## config.mk

```make
export PLATFORM = sky130hd
export DESIGN_NAME = vga_sram_responder
export DESIGN_NICKNAME = d
export VERILOG_FILES = /design/src/rtl/vga_sram_responder.sv
export SDC_FILE = /design/constraint.sdc
export NUM_CORES = 1
export LEC_CHECK = 0
export ABC_CLOCK_PERIOD_IN_PS = 1660
export CORE_ASPECT_RATIO = 0.75
export CORE_UTILIZATION = 39
export DETAILED_ROUTE_END_ITERATION = 16
export PLACE_DENSITY = 0.8
export SLEW_MARGIN = 20
export SYNTH_ARGS = -nofsm -noshare
export SYNTH_HDL_FRONTEND = slang
export SYNTH_SLANG_ARGS = --single-unit
```

## constraint.sdc

```tcl
create_clock -name clk -period 1.66 [get_ports clk]
set_input_delay 0.332 -clock clk [delete_from_list [all_inputs] [get_ports clk]]
set_output_delay 0.332 -clock clk [all_outputs]
set_load 0.1 [all_outputs]
```

## src/rtl/vga_sram_responder.sv

```systemverilog
// SRAM responder shared by the VGA fetch port and the CPU bus: VGA-priority
// arbitration with a burst limit, fixed-latency access, one-cycle completion pulse.
module vga_sram_responder #(
   parameter int unsigned ADDR_W       = 9,
   parameter int unsigned SRAM_LATENCY = 2,
   parameter int unsigned VGA_BURST    = 8
) (
   input  logic              clk,
   input  logic              nrst,
   input  logic              vga_read,
   input  logic [31:0]       vga_address,
   input  logic [3:0]        vga_byte_select_req,
   output logic              vga_data_en,
   output logic [3:0]        vga_byte_select,
   output logic [31:0]       vga_data,
   input  logic              cpu_read,
   input  logic              cpu_write,
   input  logic [31:0]       cpu_address,
   input  logic [31:0]       cpu_wdata,
   input  logic [3:0]        cpu_byte_select,
   output logic [31:0]       cpu_rdata,
   output logic              cpu_ack,
   output logic              cpu_busy,
   output logic [ADDR_W-1:0] sram_addr,
   output logic [31:0]       sram_wdata,
   output logic [3:0]        sram_byte_en,
   output logic              sram_ren,
   output logic              sram_wen,
   input  logic [31:0]       sram_rdata
);

   localparam int unsigned   BW        = $clog2(VGA_BURST + 1);
   localparam logic [BW-1:0] BURST_MAX = BW'(VGA_BURST);
   localparam logic [2:0]    LAT_LAST  = 3'(SRAM_LATENCY - 1);

   typedef enum logic [1:0] {S_IDLE, S_ACCESS, S_WAIT, S_RESP} state_t;

   state_t        state_q, state_d;
   logic [BW-1:0] burst_q, burst_d;
   logic [2:0]    lat_q, lat_d;
   logic [31:0]   addr_q, addr_d;
   logic [3:0]    lanes_q, lanes_d;
   logic [31:0]   wdata_q, wdata_d;
   logic          req_vga_q, req_vga_d;
   logic          req_wr_q, req_wr_d;
   logic [31:0]   vga_data_q, vga_data_d;
   logic [3:0]    vga_bsel_q, vga_bsel_d;
   logic [31:0]   cpu_rdata_q, cpu_rdata_d;

   logic        cpu_req;
   logic        oor;
   logic        capture;
   logic [31:0] rd_word;

   assign cpu_req = cpu_read | cpu_write;
   assign oor     = |addr_q[31:ADDR_W];
   assign rd_word = oor ? '0 : sram_rdata;

   always_ff @(posedge clk or negedge nrst) begin
      if (!nrst) begin
         state_q     <= S_IDLE;
         burst_q     <= '0;
         lat_q       <= '0;
         addr_q      <= '0;
         lanes_q     <= '0;
         wdata_q     <= '0;
         req_vga_q   <= 1'b0;
         req_wr_q    <= 1'b0;
         vga_data_q  <= '0;
         vga_bsel_q  <= '0;
         cpu_rdata_q <= '0;
      end else begin
         state_q     <= state_d;
         burst_q     <= burst_d;
         lat_q       <= lat_d;
         addr_q      <= addr_d;
         lanes_q     <= lanes_d;
         wdata_q     <= wdata_d;
         req_vga_q   <= req_vga_d;
         req_wr_q    <= req_wr_d;
         vga_data_q  <= vga_data_d;
         vga_bsel_q  <= vga_bsel_d;
         cpu_rdata_q <= cpu_rdata_d;
      end
   end

   always_comb begin
      state_d      = state_q;
      burst_d      = burst_q;
      lat_d        = lat_q;
      addr_d       = addr_q;
      lanes_d      = lanes_q;
      wdata_d      = wdata_q;
      req_vga_d    = req_vga_q;
      req_wr_d     = req_wr_q;
      vga_data_d   = vga_data_q;
      vga_bsel_d   = vga_bsel_q;
      cpu_rdata_d  = cpu_rdata_q;
      sram_byte_en = '0;
      sram_ren     = 1'b0;
      sram_wen     = 1'b0;
      capture      = 1'b0;

      case (state_q)
         S_IDLE: begin
            // A pending CPU request implies burst_q < BURST_MAX here, so no extra saturation test.
            if (vga_read && (!cpu_req || burst_q < BURST_MAX)) begin
               addr_d    = vga_address;
               lanes_d   = vga_byte_select_req;
               req_vga_d = 1'b1;
               req_wr_d  = 1'b0;
               burst_d   = cpu_req ? burst_q + 1'b1 : '0;
               state_d   = S_ACCESS;
            end else if (cpu_req) begin
               addr_d    = cpu_address;
               lanes_d   = cpu_byte_select;
               wdata_d   = cpu_wdata;
               req_vga_d = 1'b0;
               req_wr_d  = ~cpu_read;
               burst_d   = '0;
               state_d   = S_ACCESS;
            end else begin
               burst_d   = '0;
            end
         end
         S_ACCESS: begin
            sram_byte_en = lanes_q;
            if (req_wr_q) begin
               sram_wen = ~oor & (|lanes_q);
               state_d  = S_RESP;
            end else begin
               sram_ren = ~oor;
               if (SRAM_LATENCY == 1) begin
                  capture = 1'b1;
                  state_d = S_RESP;
               end else begin
                  lat_d   = 3'd1;
                  state_d = S_WAIT;
               end
            end
         end
         S_WAIT: begin
            if (lat_q == LAT_LAST) begin
               capture = 1'b1;
               lat_d   = '0;
               state_d = S_RESP;
            end else begin
               lat_d   = lat_q + 3'd1;
            end
         end
         S_RESP: state_d = S_IDLE;
         default: state_d = S_IDLE;
      endcase

      if (capture) begin
         if (req_vga_q) begin
            vga_data_d = rd_word;
            vga_bsel_d = lanes_q;
         end else begin
            cpu_rdata_d = rd_word;
         end
      end
   end

   assign sram_addr       = addr_q[ADDR_W-1:0];
   assign sram_wdata      = wdata_q;
   assign vga_data        = vga_data_q;
   assign vga_byte_select = vga_bsel_q;
   assign cpu_rdata       = cpu_rdata_q;
   assign vga_data_en     = (state_q == S_RESP) &  req_vga_q;
   assign cpu_ack         = (state_q == S_RESP) & ~req_vga_q;
   // Gated by nrst so every output reads 0 while reset is held, even with vga_read high.
   assign cpu_busy        = nrst & ((state_q != S_IDLE) | (vga_read & (burst_q < BURST_MAX)));

endmodule

```

* Yosys cells after proc, flatten, opt, wreduce, memory -nomap -nowiden
Index checks and enable logic that the tools add are counted.
** Word-level totals
- Output and inout port bits :: 118
- Bits in read-only memories :: 0
- Memories :: 0
- RAM bits :: 0
- Bits of input ports :: 141
- Register bits :: 147
- Bits in latches :: 0
** Cells by class
- Equal/unequal tests :: 7
- Order comparisons :: 1
- Div/mod/pow operators :: 0
- $add $sub $neg :: 2
- Bitwise operators :: 11
- Multiply operators :: 0
- Reduce and logical (&&, ||, !) cells :: 15
- Muxes and demuxes :: 26
- Shift operators :: 0
** Operators by type and width (number)
- 32-bit two-way mux :: 3
- 23-bit OR reduction :: 1
- 4-bit two-way mux :: 5
- 1-bit two-way mux :: 11
- 2-bit AND reduction :: 5
- 2-bit case mux with 4 select lines :: 1
- 2-bit two-way mux :: 3
- 3-bit two-way mux :: 2
- 3-bit case mux with 2 select lines :: 1
- 2-bit nonzero test :: 3
- 1-bit bitwise AND :: 5
- 4-bit by 1-bit adder with 4-bit output (second input constant) :: 1
- 2-bit == test (second input constant) :: 2
- 4-bit < comparator (second input constant) :: 1
- 2-bit inequality test (second input constant) :: 2
- 1-bit NOT :: 4
- 4-bit OR reduction :: 1
- 3-bit by 1-bit adder with 3-bit output (second input constant) :: 1
- 3-bit by 1-bit == test with 1-bit output (second input constant) :: 1
- 3-bit inequality test (second input constant) :: 1
- 3-bit AND reduction :: 1
- 2-bit by 1-bit == test with 1-bit output (second input constant) :: 1
- 2-bit logical NOT :: 1
- 1-bit bitwise OR :: 2
- 3 further kinds :: 3

* Longest topological paths before layout
- Word-level depth :: 6
- Depth in mapped cells :: 8

* Worst setup path before layout
No wires, ideal clock.
- Path type :: reg2out
- Start :: register state_q[0]
- End :: output cpu_busy
- Data arrival time :: 3.032 ns
- Data required time :: 1.328 ns
- Buffers on the path :: 1
- Setup slack :: -1.704 ns
- Stages on the path, launching flop included :: 5
- Cells stage by stage :: dfrtp_1 > inv_1 > ha_1 > clkbuf_1 > a21boi_0
** On the way
- Cells in the longest elaborated chain, start to end :: 3
** Ends and longest elaborated chain
- start, declared :: RTL line 38 : state_t state_q, state_d;
- start signal, assigned :: RTL line 73 : state_q <= state_d;
- 2-bit nonzero test :: RTL line 173 : assign cpu_busy = nrst & ((state_q != S_IDLE) | (vga_read & (burst_q < BURST_MAX)));
- 1-bit bitwise OR :: RTL line 173
- 1-bit bitwise AND :: RTL line 173
- end, declared :: RTL line 23 : output logic cpu_busy,
Every way passes these cells.

* Worst setup path after layout
- Start :: register addr_q[19]
- End :: output sram_ren
** On the way
- Cells in the longest elaborated chain, start to end :: 4
** Ends and longest elaborated chain
- start, declared :: RTL line 41 : logic [31:0] addr_q, addr_d;
- start signal, assigned :: RTL line 76 : addr_q <= addr_d;
- 23-bit OR reduction :: RTL line 56 : assign oor = |addr_q[31:ADDR_W];
- 1-bit NOT :: RTL line 132 : sram_ren = ~oor;
- 1-bit two-way mux :: RTL line 128 : if (req_wr_q) begin
- 1-bit two-way mux :: RTL line 104 : case (state_q)
- end, declared :: RTL line 27 : output logic sram_ren,
Every way passes these cells.

==> flow_summary_export.csv <==
group,metric,value,unit
global_routing,grt_pass1_wl,34900,um
clock_tree,holdBufCountCts,0,
synthesis,syn_nets,756,
synthesis,synth.avg_cell_area,10.1,um^2
synthesis,syn_inst,610,
global_routing,antenna_found_initial,0,
floorplan,die_x,147,um
floorplan,io_pins,259,
clock_tree,cts.sinks,147,
floorplan,die_y,111,um
detailed_routing,avgViaCountPerCell,5.45,
global_routing,grt_max_degree,148,
pwr,combinationalPowerShare,62.2,%
finish,nNetsFinal,1044,
detailed_routing,drt-pass1-iter-count,6,
setup_path,slowest_stage,"dfrtp_1",
pwr,powerDensity,2370,nW/um^2
setup_path,cpPeakStageDelay,0.42,ns
pwr,sw_frac_of_total,48.7,%
min_path,hold_class,"input port to asynchronous set/reset pin",
setup_path,rrSetupSlack,-0.25,ns
finish,multi_input_area,2980,um^2
setup_path,worstSetupEndpointType,"output pin",
synthesis,synthDistinctLibCells,38,
sta,fin_setup_tns,-22.97,ns
placement,dpl.hpwl,13700,um
setup_path,required,1.33,ns
finish,drive_gt1_share,40.3,%
floorplan,start_util,40.2,%
detailed_routing,ant_nets,0,
sta,setup_ws,-0.738,ns
placement,dp_cells,1051,
sta,fin_skew,0.0130,ns
setup_path,reg2reg_depth,5,
clock_tree,htree_levels,4,
pwr,intPower,15000,uW
synthesis,synth_top_area_share,59.6,%
detailed_routing,drt_iter0_drc,317,
floorplan,placementRows,39,
synthesis,ys_top_cells_by_area,"dfrtp_1 (60%), nand2_1 (8.6%), mux2_2 (6.7%)",
finish,area_growth,99.7,%
floorplan,core-area,15400,um^2
synthesis,synth_area,6180,um^2
detailed_routing,routedWlPerCell,21.6,um
sta,hold_viol_final,6,
sta,slew_headroom,42.2,%
outcome,outcome,"complete, but fails checks",
clock_tree,clkTransAtPathRegs,0.07,ns
finish,final_cells,1116,
clock_tree,cts_tree,"yes",
synthesis,synth-seq-cells,147,
setup_path,crit_path_end,"sram_ren",
clock_tree,numCtsBuffers,17,
pwr,clkPwrFrac,15.1,%
placement,io_buffers,258,
pwr,switchingPower,14200,uW
setup_path,critPathLaunchType,"register",
sta,worst_pin_slew,0.867,ns
synthesis,yosys.area.top_type,"dfrtp_1",
setup_path,crit_chain,"nor4_1 > and4_4 > nand2_4 > nor3b_4 > buf_12",
job,drv_cap,0,
sta,drv_slew,0,
clock_tree,cts_root_buf,"clkbuf_16",
sta,rsz0062_at_grt,"true",
finish,n_antenna_cell,0,
synthesis,ys_warn_count,0,
pwr,seqPwrFrac,22.7,%
detailed_routing,num_vias,6081,
sta,final-setup-viol-count,143,
sta,fmax,0.417,GHz
setup_path,reg2reg_from,"addr_q[19]$_DFFE_PN0P_",
finish,nFillCells,764,
sta,period_needed,2.40,ns
setup_path,r2r-end,"vga_data[9]$_DFFE_PN0P_",
clock_tree,clockBufferDepth,2,
clock_tree,clk_latency,0.42,ns
global_routing,overflow,0,
global_routing,grt_pass1_vias,6271,
pwr,ir_drop,2.19,mV
sta,fin_worst_hold_slack,-0.0260,ns
detailed_routing,drc,0,
detailed_routing,routed_wirelength,24100,um
setup_path,worstPathMaxFanout,2,
setup_path,arrival,2.07,ns
finish,regArea,3680,um^2
placement,routabilityCongestion,0.806,
sta,finalCritPeriodShare,144,%
setup_path,crit_start,"addr_q[19]$_DFFE_PN0P_",
synthesis,yosysSeqAreaShare,59.6,%
setup_path,critPathKind,"register to output pin",
floorplan,dieArea,16400,um^2
global_routing,grt_use_total,28.0,%
outcome,failed_checks,"negative hold slack, negative setup slack",
pwr,leakagePower,0.00519,uW
logic make-up (layout without fill, tap and decap cells):
logic type	after synthesis	after routing	share of synthesized area, %
compound gates	121	121	11.0
fa+ha+maj	5	5	1.01
buf+inv	56	357	4.56
flops	147	147	59.6
mux	37	37	6.74
simple gates	244	244	17.1
layer usage:
metal | vias to the layer above | part of all wire (%) | global-route usage [%] | wire [um]
met5 | - | 0 | 0 | 0
met4 | 0 | 2.3 | 7.42 | 545
li1 | 2672 | - | - | -
met1 | 3046 | 38 | 33.9 | 9240
met2 | 316 | 52 | 49.1 | 12600
met3 | 47 | 7.4 | 7.57 | 1790
registers in the layout, summed over array words and instances, names as in the netlist:
name             flops
addr_q              32
burst_q              4
cpu_rdata           32
lanes_q              4
lat_q                3
req_vga_q            1
req_wr_q             1
sram_wdata          32
state_q              2
vga_byte_select      4
vga_data            32
cells in the final DEF (no fill, tap or decap), types with 3 or more instances in the layout:
cell type and count:
nand3_1 7, buf_16 9, buf_4 19, nor3_1 3, nor4_1 4, mux2_4 37
ha_4 4, nor2_1 15, dfrtp_1 146, nand3_2 19, o21ai_0 6, a31oi_1 34
nor2_2 12, nand3_4 7, o21ai_2 36, clkdlybuf4s50_1 139, inv_1 5, clkbuf_16 22
nand2_1 141, buf_6 12, buf_12 132, bufinv_16 5, inv_6 3, nor2_4 14
o21ai_1 28, and2_4 5
cells in the mapped netlist, drive strengths merged:
| library cell | count |
|---|---|
| nand2b | 2 |
| dfrtp | 147 |
| nor4 | 4 |
| o32ai | 1 |
| o31ai | 2 |
| nand4 | 2 |
| o22a | 1 |
| nor2 | 41 |
| mux2 | 37 |
| a21oi | 1 |
| a31oi | 37 |
| nand2 | 143 |
| and2 | 6 |
| nor3 | 4 |
| or4 | 2 |
| clkbuf | 19 |
| and4bb | 1 |
| nor2b | 3 |
| o22ai | 2 |
| inv | 7 |
| a22o | 2 |
| o21ai | 72 |
| a21boi | 2 |
| and4 | 1 |
| and3 | 1 |
| ha | 5 |
| buf | 30 |
| nand3 | 33 |
| nor3b | 1 |
| a21o | 1 |
through the flow:
stage | worst slack, ns | area (um^2) | power [uW] | util, %
final | -0.738 | 12300 | 29200 | 80.3
after global routing | -0.811 | 12300 | 30100 | 80.3
after CTS | -0.756 | 11900 | 28000 | 77.1
after detailed placement | -0.338 | 10300 | 22300 | 67.1
after global placement | -0.277 | 10300 | 21900 | 67.1
after floorplan | -0.807 | 6250 | 15900 | -
worst max-delay path: cells and delay by family, from the launching register on:
| family | cells | cell delay [ns] |
|---|---|---|
| buffers and inverters | 1 | 0.21 |
| AND/OR/NAND/NOR | 4 | 1.02 |
| flip-flops | 1 | 0.42 |
power groups by stage:
stage                     clock, uW  sequential [uW]  combinational [uW]
final                          4430             6630               18200
after global routing           4620             6780               18700
after global placement            0             6350               15600
after CTS                      4420             6450               17200
after detailed placement          0             6450               15800
after floorplan                   0            12000                3850
cell type report:
| class | count | share of cell area, % |
|---|---|---|
| clock buffers | 19 | 3.67 |
| clock inverters | 13 | 1.79 |
| repair buffers | 318 | 38.2 |
| inverters | 7 | 0.233 |
| flip-flops and latches | 147 | 29.8 |
| multi-input cells | 407 | 24.2 |
| well taps | 205 | 2.08 |
worst min-delay path by stage:
| stage | endpoint | depth (start not counted) |
|---|---|---|
| after floorplan | addr_q[0]$_DFFE_PN0P_ | 0 |
| final | vga_byte_select[1]$_DFFE_PN0P_ | 2 |
| after global routing | vga_byte_select[1]$_DFFE_PN0P_ | 2 |
| after detailed placement | burst_q[2]$_DFFE_PN0P_ | 1 |
| after global placement | burst_q[2]$_DFFE_PN0P_ | 1 |
| after CTS | cpu_rdata[31]$_DFFE_PN0P_ | 2 |
repair_timing:
action,in CTS,in global routing
cloned,9,5
gates resized for setup,132,93
pin swaps,41,19
endpoints found under the hold margin,0,0
endpoints found under the setup margin,107,148
setup buffers,16,11
Note: power is estimated with default switching activity, not from simulation.
==> RTL change 1: new RTL, config.mk and constraints unchanged <==
Re-encode `state_t` (4 states) as one-hot, 4 bits wide.
--- a/src/rtl/vga_sram_responder.sv
+++ b/src/rtl/vga_sram_responder.sv
@@ -33,7 +33,7 @@
    localparam logic [BW-1:0] BURST_MAX = BW'(VGA_BURST);
    localparam logic [2:0]    LAT_LAST  = 3'(SRAM_LATENCY - 1);
 
-   typedef enum logic [1:0] {S_IDLE, S_ACCESS, S_WAIT, S_RESP} state_t;
+   typedef enum logic [3:0] {S_IDLE = 4'b0001, S_ACCESS = 4'b0010, S_WAIT = 4'b0100, S_RESP = 4'b1000} state_t;
 
    state_t        state_q, state_d;
    logic [BW-1:0] burst_q, burst_d;
Function: no difference found for any inputs over 4 cycles, from zero or initial values and one cycle with nrst low; so few cycles prove little.
==> RTL change 1 against the unedited design <==
The run ends with setup timing left; critical path type unchanged; utilization grew 3.6 points; cell area grew 9.2%; power shrank 22%; synthesized area grew 4.3%; critical endpoint unchanged; via count shrank 2.6%; sequential cell count grew 2; hold slack gained 0.097 ns; setup slack gained 0.026 ns; global-route usage shrank 1.0 points; wire length grew 14%.
==> RTL change 1: results (changes against the unedited design) <==
| Metric | Value |
|---|---|
| Initial antenna violation count | 0 (unchanged) |
| Fin Hold WS | 0.0705 ns (was -0.0260 ns) |
| R2R Path End | vga_data[22] (was vga_data[9]) |
| Final setup fails | 157 (was 143) |
| Diode count | 0 (unchanged) |
| Critical Path Start | state_q[3] (was addr_q[19]) |
| Largest net degree at the start of global routing | 150 (was 148) |
| CTS buffer count | 17 (unchanged) |
| Outcome | finished, violations left (unchanged) |
| Worst-skew pair later-pin latency | about 0.43 ns |
| CTS Buffer Depth | 2 (unchanged) |
| Final Wtd Congestion | 0.795 (was 0.806) |
| R2r setup slk | -0.47 ns (was -0.25 ns) |
| Drt total wl | 27.5 mm (was 24.1 mm) |
| Top cells by area, synth | dfrtp_1 57%, a31o_2 8.0%, mux2_2 6.5%, mux2i_1 5.6%, and2_1 5.4% (was dfrtp_1 60%, nand2_1 8.6%, mux2_2 6.7%, o21ai_1 4.7%, a31oi_1 3.7%) |
| Synth top area share | 57.5% (was 59.6%) |
| Tot GR Track Use | 27.0% (was 28.0%) |
| Hold buffer count at CTS | 0 (unchanged) |
| Yosys warnings | 0 (unchanged) |
| Crit path arrival time | 2.04 ns (was 2.07 ns) |
| Post-synthesis net count | 678 (was 756) |
| Sequential-to-total area share from yosys stat | 57.9% (was 59.6%) |
| Count leader, synth | dfrtp_1 (unchanged) |
| Synth top cells by count | 148 x dfrtp_1, 59 x a31o_2, 56 x and2_1, 45 x nor2_1, 38 x a21oi_1 (was 147 x dfrtp_1, 142 x nand2_1, 58 x o21ai_1, 40 x nor2_1) |
| Worst vdd ir | 1690 uV (was 2190 uV) |
| Critical-path maximum fanout | 5 (was 2) |
| Global-route wire length before repair | 34.3 mm (was 34.9 mm) |
| Fin nets | 1,007 (was 1,044) |
| Worst R2R Path Depth | 8 (was 5) |
| Fraction of registers with async set/reset | 100% (unchanged) |
| Average vias per placed instance | 5.46 (was 5.45) |
| Violated checks | setup timing (was hold timing, setup timing) |
| Layout cells sized above 1 | 54.0% (was 40.3%) |
| Placed cell area | 10,800 um2 (was 10,300 um2) |
| Non-Filler Instances | 1,084 (was 1,116) |
| H-tree Lvls | 4 (unchanged) |
| # fillers | 737 (was 764) |
| Clock skew | 0.0104 ns (was 0.0130 ns) |
| CTS root buf | clkbuf_16 (unchanged) |
| HP Class | in2async (unchanged) |
| Final hold violation count | 0 (was 6) |
| Cells after synthesis | 536 (was 610) |
| CTS clk-pin slew, worst paths | around 0.06 ns |
| 1st-iter DRT viols | 312 (was 317) |
| Vias in the first global route | 6,248 (was 6,271) |
| Input/output buffers | 258 (unchanged) |
| Hpwl dp | 13.8 mm (was 13.7 mm) |
| Yosys cell types | 39 (was 38) |
| Initial DRT Pass Iterations | 4 (was 6) |
| Fin worst setup slack | -0.713 ns (was -0.738 ns) |
| Worst-Margin Slew | 0.796 ns (was 0.867 ns) |
| Static leakage | 5.89 nW (was 5.19 nW) |
RTL change 1: cell types whose count changed after synthesis, moves of 5 or more:
cell      before  now
a31o_1         0    5
nand3_1       33    1
nor2_1        40   45
a31oi_1       37    1
o21ai_0       14    5
and2_0         0   14
a31o_2         0   59
o21ai_1       58    0
inv_1          7    1
clkbuf_1      19   11
nand2_1      142   14
a21oi_1        1   38
and2_1         6   56
mux2i_1        0   36
RTL change 1: worst max-delay path by stage:
stage / to
after floorplan: sram_ren
after global placement: sram_wen
after detailed placement: sram_wen
after CTS: sram_ren
after global routing: sram_ren
final: sram_ren
RTL change 1: power breakdown:
part | internal (W) | switching [W]
sequential | 0.00465 | 0.00131
clock | 0.00225 | 0.00151
combinational | 0.00566 | 0.00749
RTL change 1: worst max-delay path: stages (launching register included):
cell	delay, ns
dfrtp_2	0.48
or4b_4	0.58
nor4_4	0.34
buf_12	0.21
RTL change 1: final cells by class:
type / count / area [um2] / share of cell area (%)
clock buffers: 19 / 453 / 3.36
clock inverters: 9 / 108 / 0.799
inverters: 1 / 3.75 / 0.0279
multi-input cells: 344 / 3730 / 27.7
flip-flops and latches: 149 / 3730 / 27.7
well taps: 210 / 263 / 1.95
repair buffers: 352 / 5170 / 38.4
RTL change 1: cell families (layout without fill, tap and decap cells):
logic type,Yosys count,in the layout,share of synthesized area [%]
muxes,73,73,12.1
DFF,149,149,57.9
adders and majority gates,1,1,0.194
AOI/OAI and AO/OA,112,112,12.6
and+or+nand+nor,158,158,13.7
buffers and inverters,43,381,3.57
RTL change 1: what timing repair did:
item / 4_1_cts / 5_1_grt
resized for setup: 74 / 239
pin swaps: 11 / 26
setup buffers: 22 / 25
setup endpoints to repair: 152 / 157
cloned: 13 / 18
RTL change 1: per-stage QoR:
step	power, W	setup slack (ns)	TNS, ns	util (%)
global route	0.0235	-0.765	-58.20	83.8
global placement	0.0155	-0.576	-46.20	67.0
finish	0.0229	-0.713	-47.58	83.8
floorplan	0.0117	-0.775	-22.76	-
CTS	0.0198	-0.666	-49.41	75.4
detailed placement	0.0157	-0.614	-53.85	67.0
RTL change 1: routing by layer:
metal	vias up	part of all wire [%]	track usage, %
met5	-	0	0
met4	0	2.8	10.1
met3	55	7.7	7.46
met2	288	52	46.6
met1	3005	38	32.0
li1	2572	-	-
==> RTL change 2: new RTL, config.mk and constraints unchanged <==
Made on the original files. `VGA_BURST`: 8 -> 16.
--- a/src/rtl/vga_sram_responder.sv
+++ b/src/rtl/vga_sram_responder.sv
@@ -3,7 +3,7 @@
 module vga_sram_responder #(
    parameter int unsigned ADDR_W       = 9,
    parameter int unsigned SRAM_LATENCY = 2,
-   parameter int unsigned VGA_BURST    = 8
+   parameter int unsigned VGA_BURST    = 16
 ) (
    input  logic              clk,
    input  logic              nrst,
Formal check against the unedited RTL: same outputs for any inputs over 4 cycles, from zero or initial values and one cycle with nrst low; that may be too few to reach the edited logic, so the function may still have changed.
==> RTL change 2 against the unedited design <==
The flow finishes with violations (setup timing); wire length is 17% higher; synthesized area rose by 12%; utilization shrank 1.7 points; sequential cell count is 1 higher; setup slack better by 0.088 ns; cell area rose by 8.7%; synthesized cell count unchanged; clock power up 2%; power fell by 17%; non-clock buffer count up 55; first-iteration DRC count grew 53%; combinational power is 23% lower; largest cell class unchanged; highest routed layer unchanged.
==> RTL change 2: results (changes against the unedited design) <==
| Metric | Value |
|---|---|
| Outcome | finished, violations left (unchanged) |
| Violated checks | setup timing (was hold timing, setup timing) |
| Final setup fails | 151 (was 143) |
| Layout cells sized above 1 | 39.1% (was 40.3%) |
| Worst R2R Path Depth | 10 (was 5) |
| Synth Area in XOR/XNOR | 0.127% (was 0%) |
| Yosys cell types | 46 (was 38) |
| Fin Hold WS | 0.00823 ns (was -0.0260 ns) |
| Post-synthesis compound-gate area fraction | 24.4% (was 11.0%) |
| Average vias per placed instance | 5.90 (was 5.45) |
| Dpl cells | 1,083 (was 1,051) |
| Fin worst setup slack | -0.650 ns (was -0.738 ns) |
| Global-route wire length before repair | 38.4 mm (was 34.9 mm) |
| Post-CTS setup repair buffer count | 17 (was 16) |
| Max stage delay on crit path | 0.56 ns (was 0.42 ns) |
| Tot GR Track Use | 27.5% (was 28.0%) |
| Top cells by area, synth | dfrtp_1 54%, a41o_1 9.3%, mux2_2 6.2%, a21boi_0 3.7%, o21a_1 3.7% (was dfrtp_1 60%, nand2_1 8.6%, mux2_2 6.7%, o21ai_1 4.7%, a31oi_1 3.7%) |
| Hold buffer count at CTS | 1 (was 0) |
| Critical path's slowest cell | or4_4 (was dfrtp_1) |
| # fillers | 925 (was 764) |
| Post_cts resized | 62 (was 132) |
| Pwr/cell area | 1820 nW/um2 (was 2370 nW/um2) |
| Critical Path Start | addr_q[13] (was addr_q[19]) |
| Via count | 6,950 (was 6,081) |
| Area Growth Syn to Fin | 93.8% (was 99.7%) |
| Reg2Reg Launch Point | state_q[0] (was addr_q[19]) |
| Multiplexer area fraction after synthesis | 6.49% (was 6.74%) |
| Critical-path maximum fanout | 3 (was 2) |
| Drt total wl | 28.2 mm (was 24.1 mm) |
| Worst vdd ir | 1870 uV (was 2190 uV) |
| Yosys warnings | 0 (unchanged) |
| Clock skew | 0.0113 ns (was 0.0130 ns) |
| Crit path arrival time | 1.98 ns (was 2.07 ns) |
| Largest net degree at the start of global routing | 136 (was 148) |
| Initial DRT Pass Iterations | 8 (was 6) |
| Hpwl dp | 15.6 mm (was 13.7 mm) |
| Input/output buffers | 258 (unchanged) |
| TNS Setup | -34.16 ns (was -22.97 ns) |
| Post-synthesis adder-cell area fraction | 0.904% (was 1.01%) |
| Vias in the first global route | 6,792 (was 6,271) |
| R2r setup slk | -0.36 ns (was -0.25 ns) |
| Relative slew slack | 47.5% (was 42.2%) |
| 1st-iter DRT viols | 484 (was 317) |
| Placed cell area | 11,100 um2 (was 10,300 um2) |
| Switching share of power | 44.1% (was 48.7%) |
| Seq pwr | 0.00567 W (was 0.00663 W) |
| Avg Synthesized Cell Area | 11.3 um2 (was 10.1 um2) |
| Synth top cells by count | 148 x dfrtp_1, 64 x a41o_1, 41 x clkbuf_1, 39 x o21ai_0 (was 147 x dfrtp_1, 142 x nand2_1, 58 x o21ai_1, 40 x nor2_1) |
| Sequential-to-total area share from yosys stat | 53.5% (was 59.6%) |
| Final Wtd Congestion | 0.814 (was 0.806) |
| Static leakage | 6.28 nW (was 5.19 nW) |
RTL change 2: changes by cell type in the layout (fill, tap and decap cells not counted), moves of 8 or more:
cell and change:
buf_12 +9, o21a_1 +34, a21boi_0 +24, o21ai_2 -34
buf_4 +22, a21boi_1 +8, buf_6 +14, o21ai_1 -26
nand3_2 -18, nand2_1 -140, nand3_1 +30, o21ai_0 +30
a41o_1 +64
RTL change 2: layer usage:
metal,part of all wire (%),track usage (%)
met5,0,0
met4,2.8,8.58
met3,8.2,7.32
met2,51,46.7
met1,38,33.9
RTL change 2: worst reg2reg max path, stage by stage (launching register included):
cell and delay (ns):
dfrtp_1 0.40, buf_6 0.12, inv_4 0.03, buf_6 0.10, buf_6 0.11, ha_4 0.15
and4bb_2 0.26, and2_4 0.23, buf_12 0.15, buf_16 0.13, a41o_1 0.23
RTL change 2: cell type report:
class	instances	share of cell area, %
flip-flops and latches	148	27.6
repair buffers	373	40.6
multi-input cells	381	24.2
well taps	236	2.20
clock buffers	18	3.27
inverters	7	0.215
clock inverters	14	1.83
